**config.mk**
```make
export PLATFORM = sky130hd
export DESIGN_NAME = projectile_scheduler
export DESIGN_NICKNAME = d
export VERILOG_FILES = /design/src/rtl/projectile_scheduler_pkg.sv /design/src/rtl/projectile_scheduler_tick_counter.sv /design/src/rtl/projectile_scheduler.sv
export SDC_FILE = /design/constraint.sdc
export NUM_CORES = 1
export LEC_CHECK = 0
export CAP_MARGIN = 20
export CORE_AREA = 3 3 67 69
export DETAILED_ROUTE_END_ITERATION = 12
export DIE_AREA = 0 0 70 72
export PLACE_DENSITY = 0.76
export SKIP_CTS_REPAIR_TIMING = 1
export SLEW_MARGIN = 15
export SYNTH_ARGS = -nofsm -noshare
export SYNTH_HDL_FRONTEND = slang
export SYNTH_SLANG_ARGS = --single-unit
```
**constraint.sdc**
```tcl
create_clock -name clk -period 2.9 [get_ports clk]
set_clock_uncertainty 0.2 [all_clocks]
set_input_delay 0.87 -clock clk [delete_from_list [all_inputs] [get_ports clk]]
set_output_delay 0.87 -clock clk [all_outputs]
set_load 0.1 [all_outputs]
```
**src/rtl/projectile_scheduler_pkg.sv**
```systemverilog
// Shared encodings for the projectile scheduler: shooting modes, spawn types,
// FSM states and the spread-angle helper.
package projectile_scheduler_pkg;
  localparam int ANGLE_W = 4;
  localparam int CNT_W   = 8;

  typedef enum logic [1:0] {
    MODE_SINGLE = 2'd0,
    MODE_SPREAD = 2'd1,
    MODE_BURST  = 2'd2,
    MODE_SAFE   = 2'd3
  } mode_e;

  localparam logic TYPE_NORMAL = 1'b0;
  localparam logic TYPE_SPREAD = 1'b1;

  typedef enum logic [1:0] {
    ST_IDLE,
    ST_ISSUE,
    ST_GAP,
    ST_COOLDOWN
  } state_e;

  // Spread shot idx (0,1,2) fans out to base-1, base, base+1 with 4-bit wrap.
  function automatic logic [ANGLE_W-1:0] spread_angle(input logic [ANGLE_W-1:0] base,
                                                      input logic [2:0]         idx);
    return base + ANGLE_W'(idx) - ANGLE_W'(1);
  endfunction
endpackage

```
**src/rtl/projectile_scheduler_tick_counter.sv**
```systemverilog
// Loadable down-counter of frame ticks; expire is high once the loaded number
// of ticks has elapsed (on the edge that consumes the last tick, or at once for 0).
module tick_counter
  import projectile_scheduler_pkg::*;
(
  input  logic             clk,
  input  logic             reset,
  input  logic             load,
  input  logic [CNT_W-1:0] load_val,
  input  logic             tick,
  output logic             expire
);
  logic [CNT_W-1:0] cnt_q, cnt_d;

  always_comb begin
    cnt_d = cnt_q;
    if (load) begin
      cnt_d = load_val;
    end else if (tick && (cnt_q != '0)) begin
      cnt_d = cnt_q - CNT_W'(1);
    end
  end

  assign expire = (cnt_q == '0) || (tick && (cnt_q == CNT_W'(1)));

  always_ff @(posedge clk or negedge reset) begin
    if (!reset) cnt_q <= '0;
    else        cnt_q <= cnt_d;
  end
endmodule

```
**src/rtl/projectile_scheduler.sv**
```systemverilog
// Expands accepted fire requests into volleys of spawn commands (single, spread,
// burst) over a valid/ready handshake, with tick-based burst spacing and cooldown.
module projectile_scheduler
  import projectile_scheduler_pkg::*;
#(
  parameter int BURST_LEN      = 3,
  parameter int BURST_GAP      = 4,
  parameter int COOLDOWN_TICKS = 8
) (
  input  logic               clk,
  input  logic               reset,
  input  logic               tick,
  input  logic               fire,
  input  logic [1:0]         mode,
  input  logic [ANGLE_W-1:0] angle,
  output logic               spawn_valid,
  input  logic               spawn_ready,
  output logic [ANGLE_W-1:0] spawn_angle,
  output logic               spawn_type,
  output logic               busy,
  output logic               fire_dropped,
  output logic [7:0]         shots_fired
);
  localparam logic [2:0]       LAST_BURST = 3'(BURST_LEN - 1);
  localparam logic [CNT_W-1:0] GAP_LOAD   = CNT_W'(BURST_GAP);
  localparam logic [CNT_W-1:0] COOL_LOAD  = CNT_W'(COOLDOWN_TICKS);

  state_e             state_q, state_d;
  mode_e              mode_q, mode_d;
  logic [ANGLE_W-1:0] angle_q, angle_d;
  logic [2:0]         shot_q, shot_d;
  logic               spawn_valid_q, spawn_valid_d;
  logic [ANGLE_W-1:0] spawn_angle_q, spawn_angle_d;
  logic               spawn_type_q, spawn_type_d;
  logic               busy_q, busy_d;
  logic               fire_dropped_q, fire_dropped_d;
  logic [7:0]         shots_q, shots_d;
  logic               handshake, cnt_load, cnt_expire;
  logic [CNT_W-1:0]   cnt_load_val;

  assign handshake = spawn_valid_q && spawn_ready;

  tick_counter u_tick_counter (
    .clk      (clk),
    .reset    (reset),
    .load     (cnt_load),
    .load_val (cnt_load_val),
    .tick     (tick),
    .expire   (cnt_expire)
  );

  always_comb begin
    state_d        = state_q;
    mode_d         = mode_q;
    angle_d        = angle_q;
    shot_d         = shot_q;
    shots_d        = shots_q;
    fire_dropped_d = 1'b0;
    cnt_load       = 1'b0;
    cnt_load_val   = '0;

    if (handshake) shots_d = shots_q + 8'd1;

    unique case (state_q)
      ST_IDLE: begin
        if (fire) begin
          if (mode_e'(mode) == MODE_SAFE) begin
            fire_dropped_d = 1'b1;
          end else begin
            mode_d  = mode_e'(mode);
            angle_d = angle;
            shot_d  = '0;
            state_d = ST_ISSUE;
          end
        end
      end
      ST_ISSUE: begin
        fire_dropped_d = fire;
        if (handshake) begin
          // Loading the counter here keeps a tick on the handshake edge from counting.
          state_d      = ST_COOLDOWN;
          cnt_load     = 1'b1;
          cnt_load_val = COOL_LOAD;
          if (mode_q == MODE_SPREAD && shot_q != 3'd2) begin
            state_d  = ST_ISSUE;
            cnt_load = 1'b0;
            shot_d   = shot_q + 3'd1;
          end else if (mode_q == MODE_BURST && shot_q < LAST_BURST) begin
            state_d      = ST_GAP;
            cnt_load_val = GAP_LOAD;
          end
        end
      end
      ST_GAP: begin
        fire_dropped_d = fire;
        if (cnt_expire) begin
          shot_d  = shot_q + 3'd1;
          state_d = ST_ISSUE;
        end
      end
      ST_COOLDOWN: begin
        fire_dropped_d = fire;
        if (cnt_expire) state_d = ST_IDLE;
      end
      default: state_d = ST_IDLE;
    endcase

    spawn_valid_d = (state_d == ST_ISSUE);
    busy_d        = (state_d != ST_IDLE);
    spawn_angle_d = spawn_angle_q;
    spawn_type_d  = spawn_type_q;
    if (spawn_valid_d) begin
      spawn_angle_d = (mode_d == MODE_SPREAD) ? spread_angle(angle_d, shot_d) : angle_d;
      spawn_type_d  = (mode_d == MODE_SPREAD) ? TYPE_SPREAD : TYPE_NORMAL;
    end
  end

  always_ff @(posedge clk or negedge reset) begin
    if (!reset) begin
      state_q        <= ST_IDLE;
      mode_q         <= MODE_SINGLE;
      angle_q        <= '0;
      shot_q         <= '0;
      spawn_valid_q  <= 1'b0;
      spawn_angle_q  <= '0;
      spawn_type_q   <= TYPE_NORMAL;
      busy_q         <= 1'b0;
      fire_dropped_q <= 1'b0;
      shots_q        <= '0;
    end else begin
      state_q        <= state_d;
      mode_q         <= mode_d;
      angle_q        <= angle_d;
      shot_q         <= shot_d;
      spawn_valid_q  <= spawn_valid_d;
      spawn_angle_q  <= spawn_angle_d;
      spawn_type_q   <= spawn_type_d;
      busy_q         <= busy_d;
      fire_dropped_q <= fire_dropped_d;
      shots_q        <= shots_d;
    end
  end

  assign spawn_valid  = spawn_valid_q;
  assign spawn_angle  = spawn_angle_q;
  assign spawn_type   = spawn_type_q;
  assign busy         = busy_q;
  assign fire_dropped = fire_dropped_q;
  assign shots_fired  = shots_q;
endmodule
```
### After elaboration in Yosys (flattened, before gate mapping)

Cells that the tools add are included.

| cells by class | value |
|---|---|
| add/subtract/negate cells | 5 |
| multipliers | 0 |
| divide/modulo/power cells | 0 |
| order comparisons | 1 |
| equal/unequal tests | 10 |
| shifts and indexed selects | 0 |
| mux-type cells | 34 |
| bitwise operators | 0 |
| reduce and logical (&&, ||, !) cells | 12 |

Operators with widths:

| operator | count |
|---|---|
| 4-bit 2-to-1 mux | 8 |
| 2-bit 2-to-1 mux | 9 |
| 8-bit 2-to-1 mux | 2 |
| 3-bit 2-to-1 mux | 5 |
| 3-bit case mux with 3 select lines | 1 |
| 8-bit by 1-bit adder with 8-bit output (second input constant) | 1 |
| 2-bit by 1-bit equality test with 1-bit output (second input constant) | 4 |
| 2-bit equality test (second input constant) | 4 |
| 8-bit by 1-bit equality test with 1-bit output (second input constant) | 1 |
| 8-bit logical NOT | 1 |
| 2-bit case mux with 4 select lines | 1 |
| 8-bit nonzero test | 1 |
| 8-bit by 1-bit subtractor with 8-bit output (second input constant) | 1 |
| 1-bit 2-to-1 mux | 7 |
| 1-bit logical AND | 5 |
| 4-bit by 3-bit adder with 4-bit output | 1 |
| 2-bit nonzero test | 2 |
| 4-bit by 1-bit subtractor with 4-bit output (second input constant) | 1 |
| 3-bit by 1-bit adder with 3-bit output (second input constant) | 1 |
| 3-bit by 2-bit < comparator with 1-bit output (second input constant) | 1 |
| 3-bit by 2-bit != test with 1-bit output (second input constant) | 1 |
| 3-bit OR reduction | 1 |
| 2-bit logical NOT | 1 |
| 1-bit case mux with 2 select lines | 1 |
| 1-bit logical OR | 1 |

| word-level totals | value |
|---|---|
| flip-flop bits (word level) | 35 |
| latch bits | 0 |
| memory bits (writable) | 0 |
| bits in read-only memories | 0 |
| input port bits | 11 |
| output and inout port bits | 16 |
| logic and storage cells | 73 |
| memories | 0 |

### Logic depth before layout (Yosys ltp)

Gate-level depths: netlist of run 1.

| depth | value |
|---|---|
| word-level depth | 8 |
| gate-level depth with buffers | 15 |

### Hierarchy

Synthesis of run 1 repeated with hierarchy kept, for this count alone.

| second synthesis, totals | value |
|---|---|
| cell total of the unflattened synthesis | 190 |
| area total of the unflattened synthesis | 2,042.0 um^2 |

By module, submodules not included:

| module | times used | cells an instance | area each (um^2) | seq. area each (um^2) |
|---|---|---|---|---|
| projectile_scheduler | 1 | 132 | 1,519.0 | 675.6 |
| tick_counter | 1 | 58 | 523.0 | 200.2 |

### Worst setup path after synthesis of run 1

Ideal clock, no wire load.

| timing path | value |
|---|---|
| path kind | register to register |
| start | reg spawn_valid_q, in the netlist spawn_valid |
| end | reg spawn_angle_q[3], in the netlist spawn_angle[3] |
| setup time | 0.126 ns |
| arrival | 3.096 ns |
| required time | 2.574 ns |
| path slack | -0.522 ns |
| stages on the path, launching flop included | 13 |
| path buffers | 0 |
| period minus slack after synthesis | 3.422 ns |
| cell sequence | dfrtp_1 and3b_1 nand4_1 o21a_1 o21a_1 ha_1 inv_1 ha_1 fa_1 xor2_1 nand2_1 xnor2_1 mux2_2 |

| on the way | value |
|---|---|
| word-level cells in the longest chain between the ends | 6 |

RTL lines:

| item | line | source |
|---|---|---|
| start: declaration | projectile_scheduler.sv:32 | `logic spawn_valid_q, spawn_valid_d;` |
| start signal: assignment | projectile_scheduler.sv:135 | `spawn_valid_q <= spawn_valid_d;` |
| 1-bit logical AND (*) | projectile_scheduler.sv:41 | `assign handshake = spawn_valid_q && spawn_ready;` |
| 3-bit 2-to-1 mux | projectile_scheduler.sv:79 | `if (handshake) begin` |
| 3-bit case mux with 3 select lines | projectile_scheduler.sv:64 | `unique case (state_q)` |
| 4-bit by 3-bit adder with 4-bit output | projectile_scheduler_pkg.sv:27 | `return base + ANGLE_W'(idx) - ANGLE_W'(1);` |
| 4-bit by 1-bit subtractor with 4-bit output | projectile_scheduler_pkg.sv:27 |  |
| 4-bit 2-to-1 mux | projectile_scheduler.sv:113 | `spawn_angle_d = (mode_d == MODE_SPREAD) ? spread_angle(angle_d, shot_d) : angle_d;` |
| end signal: assignment | projectile_scheduler.sv:136 | `spawn_angle_q <= spawn_angle_d;` |
| end: declaration | projectile_scheduler.sv:33 | `logic [ANGLE_W-1:0] spawn_angle_q, spawn_angle_d;` |

Every way passes the cells marked *; elsewhere a longest branch is shown, timed or not.
A chain may end at the register's enable or synchronous reset.

### Worst setup path after layout of run 1

| timing path | value |
|---|---|
| start | in fire |
| end | reg spawn_angle_q[3], in the netlist spawn_angle[3] |

| on the way | value |
|---|---|
| word-level cells in the longest chain between the ends | 5 |

RTL lines:

| item | line | source |
|---|---|---|
| start: declaration | projectile_scheduler.sv:13 | `input logic fire,` |
| 3-bit 2-to-1 mux or 4-bit 2-to-1 mux (tied branches) | projectile_scheduler.sv:66 | `if (fire) begin` |
| 3-bit case mux with 3 select lines or 4-bit 2-to-1 mux (tied branches) | projectile_scheduler.sv:64 |  |
| 4-bit by 3-bit adder with 4-bit output | projectile_scheduler_pkg.sv:27 |  |
| 4-bit by 1-bit subtractor with 4-bit output | projectile_scheduler_pkg.sv:27 |  |
| 4-bit 2-to-1 mux | projectile_scheduler.sv:113 |  |

Several ways; a longest one is shown, not always the timed one.

==> Implementation_results.wiki, run 1 <==
{| class="wikitable"
! Metric !! Value
|-
| Number of flops mapped to enable cells by yosys || 0
|-
| Pin count of the biggest net entering global routing || 36
|-
| Fraction of the cycle the final worst path needs || 110%
|-
| Clock slew at reported path FFs || 0.07 ns
|-
| Net Sw Power || 1.58 mW
|-
| Number of placed I/O pins || 27
|-
| DRC || 0
|-
| Final critical-path required period || 3.20 ns
|-
| Sequential power share || 24.5%
|-
| Maximum clock frequency || 0.313 GHz
|-
| Final Hold Viols || 0
|-
| Standard-cell row count || 23
|-
| Outcome || finished, violations left
|-
| Static leakage || 1.28 nW
|-
| Net Count, Synth || 197
|-
| GR Util All Layers || 17.3%
|-
| TritonCTS clock tree || yes
|-
| CTS sink cnt || 35
|-
| Max-cap check violation count || 0
|-
| Number of distinct library cells after synthesis || 43
|-
| Routability-driven placement congestion ratio || 0.859
|-
| Count of input and output buffers || 26
|-
| Setup-violating endpoint count in the final report || 2
|-
| Setup TNS || -0.582 ns
|-
| Clock root buffer || sky130_fd_sc_hd__clkbuf_8
|-
| Initial antenna violation count || 0
|-
| Slew @ Worst Pin || 0.433 ns
|-
| Commonest non-fill, non-tap cell in the layout || sky130_fd_sc_hd__buf_4
|-
| Final setup margin || -0.296 ns
|-
| Arrival time worst endpoint || about 3.2 ns
|-
| Number of global-route vias before repair || 1550
|-
| Number of DRC markers after the initial detailed-route iteration || 76
|-
| Post-detail-place hpwl || 3090 microns
|-
| Maximum VDD drop || 0.723 mV
|-
| Share of layout cells above drive strength 1 || 37.8%
|-
| Fin nets || about 270
|-
| Buffer depth of the longest clock path || 2
|-
| Post-synthesis to final-layout area growth || 41.8%
|-
| Cell count after synthesis || between 150 and 200
|-
| Number of synthesized register bits || 35
|-
| Hold Slack || 0.280 ns
|-
| Commonest cells after routing, fill and taps aside || sky130_fd_sc_hd__buf_4, sky130_fd_sc_hd__dfrtp_1, sky130_fd_sc_hd__nor2_1
|-
| Wire length of the first global-routing pass || 6840 microns
|-
| Largest fanout of any net on the critical path || 4
|-
| Core ar. || 3970 sq um
|-
| Power Internal || roughly 1.9 mW
|-
| Die span in x || 70 microns
|-
| Cell area after technology mapping || roughly 1900 sq um
|-
| Kind of critical path || input pin to flip-flop
|-
| CP endpoint kind || flip-flop
|-
| Number of antenna diodes || 0
|-
| Number of warnings issued by yosys || 0
|-
| Remaining global-route overflow || 0
|-
| Power density over the cells || 1310 nW/um^2
|-
| Violated checks || negative setup slack
|-
| Worst setup timing slack at the placement stage || -1.04 ns
|-
| Post-route ant nets || 0
|-
| Slowest Stage Delay on Critical Path || ~0.39 ns
|-
| Crit-path cells || buf_8 -> or3b_4 -> a21oi_4 -> mux2i_2 -> ha_1 -> inv_1 -> ha_2 -> fa_2 -> xor2_1 -> nand2_1 -> xnor2_1 -> mux2_2
|-
| Cell with the largest stage delay on the worst path || sky130_fd_sc_hd__or3b_4
|-
| Required time worst endpoint || 2.88 ns
|-
| Sw Share || 45.6%
|-
| Worst-Skew Late Latency || 0.28 ns
|-
| Sequential element share of the synthesized area || between 40% and 50%
|-
| Post-DR vias/cell || 5.10
|-
| Total detailed-routing wirelength || roughly 4100 microns
|-
| Critical path startpoint category || input pin
|-
| H-tree lvl count || 2
|-
| CTS buffer count || 5
|-
| Normalized max-slew margin || 70.7%
|-
| Overall via count from detail_route || 1536
|-
| Clk network pwr share || between 10% and 20%
|-
| Starting Density || 47.0%
|-
| Worst min path class || flip-flop to flip-flop
|-
| Ys async rst share || 100%
|-
| Setup repair after global routing missed its margin || true
|-
| Height of the die || approximately 72 microns
|-
| Most common flop cell mapped by yosys || sky130_fd_sc_hd__dfrtp_1
|-
| Synth Area per Inst || roughly 11 sq um
|-
| Logic pwr share || between 60 and 70%
|-
| Average wire length per cell after detail routing || approximately 14 microns
|-
| Max-slew violation total from the final report || 0
|-
| 1st-pass router iterations || 4
|-
| Area enclosed by the die boundary || between 5000 and 6000 sq um
|}
-- through the flow --
stage | utilization (%) | total power [mW] | cell area [sq um] | cells
detailed placement | 61.6 | 2.87 | 2450 | 290
CTS | 65.0 | 3.40 | 2580 | 298
finish | 66.7 | 3.47 | 2650 | 301
floorplan | - | 2.26 | 1880 | 176
global route | 66.7 | 3.70 | 2650 | 301
global placement | 61.6 | 2.81 | 2450 | 290
-- Yosys cell counts, drive strengths merged (2+ instances only) --
master,number,area share (%)
inv,14,2.8
nand4b,2,0.94
nor4b,3,1.4
xnor2,7,3.3
nand2b,4,1.3
nor3,2,0.54
xor2,5,2.3
o21a,3,1.2
nand2,14,2.9
and3,2,0.67
mux2i,5,2.7
nand4,2,0.67
o21ai,6,1.6
nor2,17,3.4
a21o,2,0.80
and3b,2,0.94
a211oi,2,0.80
nor2b,2,0.67
dfrtp,35,47
ha,9,6.0
buf,2,0.87
mux2,7,4.4
a21boi,2,0.80
nand3,5,1.3
a21oi,8,2.7
-- state kept, by name (all words and copies together), names as in the netlist --
name                  count
spawn_angle               4
mode_q                    2
shots_fired               8
busy                      1
fire_dropped              1
angle_q                   4
u_tick_counter.cnt_q      8
shot_q                    3
spawn_valid               1
spawn_type                1
state_q                   2
-- power groups by stage --
stage                     clock network [mW]  registers (mW)  logic (mW)
after floorplan                            0            1.44       0.815
after global routing                   0.550           0.877        2.28
after CTS                              0.528           0.846        2.02
after detailed placement                   0           0.854        2.02
after global placement                     0           0.841        1.97
final                                  0.514           0.851        2.11
-- critical path, delay by kind of cell --
kind	cells	cell delay, ns
AND/OR/NAND/NOR	2	0.47
AO/OA/AOI/OAI	1	0.23
XOR/XNOR	2	0.27
buffers and inverters	2	0.11
adder cells (fa/ha/maj)	3	0.68
multiplexers	2	0.53
-- cells by family after synthesis --
group / synth area share (%)
AO/OA/AOI/OAI: 11.5
XOR/XNOR: 5.63
adder cells (fa/ha/maj): 7.10
buffers and inverters: 3.68
flip-flops: 46.9
multiplexers: 7.10
AND/OR/NAND/NOR: 18.1
-- layer usage --
layer	global-route usage [%]	share of wire (%)	vias to the layer above
li1	-	-	758
met1	21.5	45	736
met2	29.5	49	34
met3	4.02	4.3	8
met4	7.02	1.7	0
met5	0	0	-
-- final timing paths --
| kind | startpoint | endpoint | slack [ns] | depth (start not counted) |
|---|---|---|---|---|
| hold / removal | shots_fired[7] | shots_fired[7] | 0.28 | 1 |
| min in group asynchronous | reset | busy | 0.81 | 2 |
| hold reg to reg | shots_fired[7] | shots_fired[7] | 0.28 | 1 |
| setup / recovery | fire | spawn_angle[3] | -0.30 | 12 |
| max in group asynchronous | reset | spawn_valid | 1.36 | 2 |
| setup reg to reg | u_tick_counter.cnt_q[2] | spawn_angle[3] | -0.18 | 12 |
-- layout make-up --
type                            instances  area [sq um]
Clock buffer                            6          72.6
Fill cell                             310          1320
Multi-Input combinational cell        125           977
Clock inverter                          2          60.1
Sequential cell                        35           877
Timing Repair Buffer                   69           547
Tap cell                               50          62.6
Inverter                               14          52.6
Note: power is estimated with default switching activity, not from simulation.
==> run 2, diff against run 1 <==
--- a/config.mk
+++ b/config.mk
@@ -5,7 +5,6 @@
 export SDC_FILE = /design/constraint.sdc
 export NUM_CORES = 1
 export LEC_CHECK = 0
-export CAP_MARGIN = 20
 export CORE_AREA = 3 3 67 69
 export DETAILED_ROUTE_END_ITERATION = 12
 export DIE_AREA = 0 0 70 72
==> results of run 2 <==
Final layout, timing and power as in run 1 (identical DEF).
